### config.mk
export PLATFORM = sky130hd
export DESIGN_NAME = mips_reg_wb_arbiter
export DESIGN_NICKNAME = d
export VERILOG_FILES = /design/src/rtl/mips_reg_wb_arbiter.sv
export SDC_FILE = /design/constraint.sdc
export NUM_CORES = 1
export LEC_CHECK = 0
export BUFFER_PORTS_ARGS = -buffer_cell sky130_fd_sc_hd__buf_2
export CAP_MARGIN = 0
export CORE_ASPECT_RATIO = 1.2
export CORE_MARGIN = 1.5
export CORE_UTILIZATION = 30
export DETAILED_ROUTE_END_ITERATION = 8
export GPL_ROUTABILITY_DRIVEN = 0
export PLACE_DENSITY = 0.59
export SETUP_SLACK_MARGIN = 0.15
export SLEW_MARGIN = 10
export SYNTH_ARGS = -nofsm -noshare
export SYNTH_HDL_FRONTEND = slang
export SYNTH_SLANG_ARGS = --single-unit
### constraint.sdc
create_clock -name clk -period 2.2 [get_ports clk]
set_input_delay 0.66 -clock clk [delete_from_list [all_inputs] [get_ports clk]]
set_output_delay 0.66 -clock clk [all_outputs]
set_load 0.005 [all_outputs]
### src/rtl/mips_reg_wb_arbiter.sv
// Round-robin write-port arbiter for the MIPS register file: two requester FIFOs feed one registered write port.
// Optional build macro REGWB_ZERO_LOCK_EN suppresses the write strobe for entries targeting register 0.
module mips_reg_wb_arbiter #(
  parameter int DATA_W     = 8,
  parameter int ADDR_W     = 3,
  parameter int FIFO_DEPTH = 2
) (
  input  logic              clk,
  input  logic              rst,
  input  logic              a_valid,
  output logic              a_ready,
  input  logic [ADDR_W-1:0] a_addr,
  input  logic [DATA_W-1:0] a_data,
  input  logic              b_valid,
  output logic              b_ready,
  input  logic [ADDR_W-1:0] b_addr,
  input  logic [DATA_W-1:0] b_data,
  output logic              RegWrite,
  output logic [ADDR_W-1:0] WriteAddr,
  output logic [DATA_W-1:0] WriteData,
  output logic              busy
);

  localparam int PTR_W = $clog2(FIFO_DEPTH);
  localparam int CNT_W = $clog2(FIFO_DEPTH) + 1;
  localparam int ENT_W = ADDR_W + DATA_W;

  typedef enum logic {GNT_A = 1'b0, GNT_B = 1'b1} grant_e;

  // Index 0 is requester A, index 1 is requester B.
  logic [1:0]       in_valid_s;
  logic [ENT_W-1:0] in_entry_s [2];
  logic [1:0]       push_s;
  logic [1:0]       pop_s;
  logic [1:0]       nonempty_s;
  logic [ENT_W-1:0] head_s;

  logic [ENT_W-1:0] mem_q    [2][FIFO_DEPTH];
  logic [PTR_W-1:0] wr_ptr_q [2];
  logic [PTR_W-1:0] wr_ptr_d [2];
  logic [PTR_W-1:0] rd_ptr_q [2];
  logic [PTR_W-1:0] rd_ptr_d [2];
  logic [CNT_W-1:0] cnt_q    [2];
  logic [CNT_W-1:0] cnt_d    [2];
  logic [1:0]       ready_q;
  logic [1:0]       ready_d;

  grant_e           last_grant_q;
  grant_e           last_grant_d;
  logic             reg_write_q;
  logic             reg_write_d;
  logic [ADDR_W-1:0] write_addr_q;
  logic [ADDR_W-1:0] write_addr_d;
  logic [DATA_W-1:0] write_data_q;
  logic [DATA_W-1:0] write_data_d;

  assign in_valid_s    = {b_valid, a_valid};
  assign in_entry_s[0] = {a_addr, a_data};
  assign in_entry_s[1] = {b_addr, b_data};

  always_comb begin
    for (int i = 0; i < 2; i++) begin
      nonempty_s[i] = (cnt_q[i] != {CNT_W{1'b0}});
      push_s[i]     = in_valid_s[i] && ready_q[i];
    end

    // Contended cycles go to the requester opposite the previous grant.
    if (nonempty_s[0] && (!nonempty_s[1] || (last_grant_q == GNT_B))) begin
      pop_s = 2'b01;
    end else if (nonempty_s[1]) begin
      pop_s = 2'b10;
    end else begin
      pop_s = 2'b00;
    end

    for (int i = 0; i < 2; i++) begin
      cnt_d[i]    = cnt_q[i] + CNT_W'(push_s[i]) - CNT_W'(pop_s[i]);
      wr_ptr_d[i] = wr_ptr_q[i] + PTR_W'(push_s[i]);
      rd_ptr_d[i] = rd_ptr_q[i] + PTR_W'(pop_s[i]);
      ready_d[i]  = (cnt_d[i] != CNT_W'(FIFO_DEPTH));
    end

    if (pop_s[1]) begin
      head_s = mem_q[1][rd_ptr_q[1]];
    end else begin
      head_s = mem_q[0][rd_ptr_q[0]];
    end

    last_grant_d = last_grant_q;
    reg_write_d  = 1'b0;
    write_addr_d = write_addr_q;
    write_data_d = write_data_q;
    if (pop_s != 2'b00) begin
      last_grant_d = pop_s[1] ? GNT_B : GNT_A;
      write_addr_d = head_s[ENT_W-1:DATA_W];
      write_data_d = head_s[DATA_W-1:0];
`ifdef REGWB_ZERO_LOCK_EN
      reg_write_d  = (head_s[ENT_W-1:DATA_W] != {ADDR_W{1'b0}});
`else
      reg_write_d  = 1'b1;
`endif
    end
  end

  always_ff @(posedge clk or posedge rst) begin
    if (rst) begin
      for (int i = 0; i < 2; i++) begin
        for (int j = 0; j < FIFO_DEPTH; j++) begin
          mem_q[i][j] <= {ENT_W{1'b0}};
        end
        wr_ptr_q[i] <= {PTR_W{1'b0}};
        rd_ptr_q[i] <= {PTR_W{1'b0}};
        cnt_q[i]    <= {CNT_W{1'b0}};
      end
      ready_q      <= 2'b11;
      last_grant_q <= GNT_B;
      reg_write_q  <= 1'b0;
      write_addr_q <= {ADDR_W{1'b0}};
      write_data_q <= {DATA_W{1'b0}};
    end else begin
      for (int i = 0; i < 2; i++) begin
        if (push_s[i]) begin
          mem_q[i][wr_ptr_q[i]] <= in_entry_s[i];
        end
        wr_ptr_q[i] <= wr_ptr_d[i];
        rd_ptr_q[i] <= rd_ptr_d[i];
        cnt_q[i]    <= cnt_d[i];
      end
      ready_q      <= ready_d;
      last_grant_q <= last_grant_d;
      reg_write_q  <= reg_write_d;
      write_addr_q <= write_addr_d;
      write_data_q <= write_data_d;
    end
  end

  assign a_ready   = ready_q[0];
  assign b_ready   = ready_q[1];
  assign RegWrite  = reg_write_q;
  assign WriteAddr = write_addr_q;
  assign WriteData = write_data_q;
  assign busy      = (|nonempty_s) | reg_write_q;

endmodule

==> metrics.md <==
| Metric | Value |
|---|---|
| FF+latch area | ~0.0017 mm² |
| Grt total ovfl | 0 |
| Die footprint | 0.01066 mm² |
| Final slew viol count | 0 |
| Synth-to-layout area growth | 23.66% |
| Max-capacitance violation count | 0 |
| Worst min path class | in2async |
| Ranking of synthesized cells by area | dfrtp_1 53%, mux2_2 21%, a311oi_2 5.5% |
| Worst slew pin tran | 0.6689 ns |
| Failing checks | setup timing |
| Final Cycle Share | 102.0% |
| Top FF cell, synth | dfrtp_1 |
| Pin count of the biggest net entering global routing | 32 |
| Post-DR wirelength/cell | ~15 µm |
| Total track usage | between 10% and 20% |
| Vias in the first global route | 2,023 |
| Internal cell power | approximately 4.3 mW |
| Post-Syn Nets | 249 |
| Worst Skew | 0.007805 ns |
| Complex-gate fraction of the synthesized area | 6.185% |
| Logic gate share of total power | 39.5% |
| Share of layout cells above drive strength 1 | 52.01% |
| Vias/cell | around 4.6 |
| Relative slew margins | around 55% |
| Worst Path Required | 1.54 ns |
| Most common cell after layout, fill and taps aside | dfrtp_1 |
| Post-synth EDFFs | 0 |
| Root Buffer | clkbuf_16 |
| Cell variety after synth | 24 |
| Status | complete, but fails checks |
| CP Class | reg2out |
| Vias | ~1,800 |
| VDD IR max | roughly 0.0005 V |
| Clk buf depth | 2 |
| Initial antenna violation count | 0 |
| Cts hold-fix bufs | 0 |
| # port buffers | 40 |
| Clock network fraction of total power | 23.5% |
| Util after Layout | roughly 39% |
| Final wirelength | 6004 µm |
| CTS tree | yes |
| Worst-Skew Late Latency | 0.33 ns |
| Worst Setup End Kind | output pin |
| Synthesis Warnings | 0 |
| Final routed DRC violation total | 0 |
| #FFs+latches synth | 67 |
| Register area share after synthesis | 55.75% |
| Die W | roughly 95 µm |
| Clk pin slew, worst setup/hold paths | roughly 0.050 ns |
| Top Ports | 41 |
| Post-Synthesis Cells | approximately 220 |
| Final setup viols | 1 |
| CTS sink cnt | 67 |
| Fillers | 970 |
| Flop pwr share | a little under two fifths |
| Post-route setup slack | -0.04333 ns |
| Multiplexer area fraction after synthesis | 24.20% |
| Final ANT Viol Nets | 0 |
| Number of antenna diodes | 0 |
| Maximum fanout along the worst path | 2 |
| Combinational family with the most area after synthesis | multiplexers |
| Dominant cell type by area after synthesis | dfrtp_1 |
| Row cnt | 39 |
| Most frequent cells in the layout | 64 x dfrtp_1, 55 x mux2_2, 40 x buf_2 |
| Starting Density | 31.20% |
| CTS Buf Count | 9 |
| Core area | about 0.0097 mm² |
| Post-synthesis adder-cell area fraction | ~3.3% |
| Syn avg cell area | 14.02 µm² |
| Cell Area, Synth | 0.003014 mm² |
| Share of synthesized flip-flops with an asynchronous set or reset | between 90% and 100% |
| Hold Slack | 0.2777 ns |
| Fin. Hold Viols | 0 |
| Nets | 302 |
| Multi-input logic area | 0.001225 mm² |
| H-Tree Depth | 3 |
| Switching Share | around a third |
| Post-CTS sizing | 0 |
| First drt pass iteration count | 4 |
| First-pass GRT wire length | 10,220 µm |
| Pwr Density | 1693 mW/mm² |
| Leakage | between 1.5 and 2 nW |
| Unrepaired setup endpoints after global routing | yes |
| Detailed router's first-iteration violation count | 59 |
| Peak Freq | 0.4458 GHz |
| Post-synth top area share | 53.13% |
| Switching pwr | approximately 2.0 mW |
| Minimum clock period | 2.243 ns |
| DP Wirelength | roughly 4400 µm |
| Post-Synth XOR/XNOR Area | between 1.5 and 2% |
| Critical Path Start Type | register |
| Worst EP arrival | roughly 1.6 ns |
| Die Y | roughly 110 µm |
| Simple-gate share of the synthesized area | 5.189% |
[metal layers]
metal / vias up / global-route usage [%] / wire, µm
li1: 864 / - / -
met1: 900 / 15.98 / 2746
met2: 30 / 20.38 / 2909
met3: 11 / 2.352 / 192
met4: 0 / 7.164 / 156
met5: - / 0 / 0
[cell usage after synthesis (2+ instances only)]
cell type	n
dfstp_2	3
a311oi_2	11
xnor2_1	5
mux2i_1	11
buf_2	3
nand2b_1	2
ha_1	8
buf_6	3
clkbuf_1	6
dfrtp_1	64
mux2_2	55
nor2_1	13
inv_1	9
nor3_1	11
and2_1	2
[stage by stage]
| stage | power [mW] | area (µm²) | worst slack [ns] | std cells | TNS (ns) |
|---|---|---|---|---|---|
| 6_report | 6.310 | 3727 | -0.04333 | 396 | -0.04333 |
| 5_1_grt | 6.784 | 3727 | -0.08471 | 396 | -0.08471 |
| 4_1_cts | 6.422 | 3727 | -0.05556 | 396 | -0.05556 |
| 3_5_place_dp | 4.875 | 3403 | 0.2543 | 378 | 0 |
| 3_3_place_gp | 4.779 | 3403 | 0.2580 | 378 | 0 |
| 2_1_floorplan | 4.173 | 3022 | 0.1423 | 215 | 0 |
[logic make-up (layout without fill, tap and decap cells)]
| logic type | Yosys count | in the layout |
|---|---|---|
| buffers and inverters | 22 | 80 |
| AO/OA/AOI/OAI | 14 | 14 |
| XOR/XNOR | 6 | 6 |
| AND/OR/NAND/NOR | 32 | 32 |
| multiplexers | 66 | 66 |
| adder cells (fa/ha/maj) | 8 | 8 |
| flip-flops | 67 | 67 |
[final timing paths]
| check | startpoint | endpoint | slack [ns] | depth (start not counted) |
|---|---|---|---|---|
| max | cnt_q[3] | busy | -0.04 | 3 |
| min | rst | mem_q[31] | 0.28 | 2 |
| max reg2reg | cnt_q[0] | ready_q[1] | 0.24 | 10 |
| min reg2reg | mem_q[6] | mem_q[6] | 0.50 | 1 |
| max in group asynchronous | rst | last_grant_q | 1.37 | 3 |
| min in group clk | mem_q[6] | mem_q[6] | 0.50 | 1 |
[power by group through the flow]
stage	clock [mW]	sequential (mW)	combinational (mW)
2_1_floorplan	0	2.20	1.97
3_3_place_gp	0	2.34	2.44
3_5_place_dp	0	2.38	2.49
4_1_cts	1.52	2.35	2.55
5_1_grt	1.59	2.44	2.75
6_report	1.48	2.33	2.49
[critical path, cell delays in order (launching register included)]
cell and delay (ns):
dfrtp_1 0.38, or4_4 0.55, or2_1 0.21, buf_2 0.12
[state kept, by name, summed over array words and instances (netlist names), 2 cells and up]
| signal | flops |
|---|---|
| mem_q | 44 |
| WriteData | 8 |
| ready_q | 2 |
| wr_ptr_q | 2 |
| WriteAddr | 3 |
| rd_ptr_q | 2 |
| cnt_q | 4 |
[repair_timing]
action / in CTS / in global routing
buffers inserted: 2 / 0
hold endpoints to repair: 0 / 0
pin swaps: 1 / 0
cloned: 0 / 0
setup endpoints to repair: 1 / 4
[cell type report]
| class | instances | share of cell area, % |
|---|---|---|
| clock buffers | 10 | 6.143 |
| clock inverters | 6 | 2.148 |
| inverters | 10 | 1.108 |
| multi-input cells | 126 | 32.86 |
| flip-flops and latches | 67 | 45.08 |
| repair buffers | 54 | 8.526 |
| well taps | 123 | 4.129 |
(Power assumes the default switching activity.)
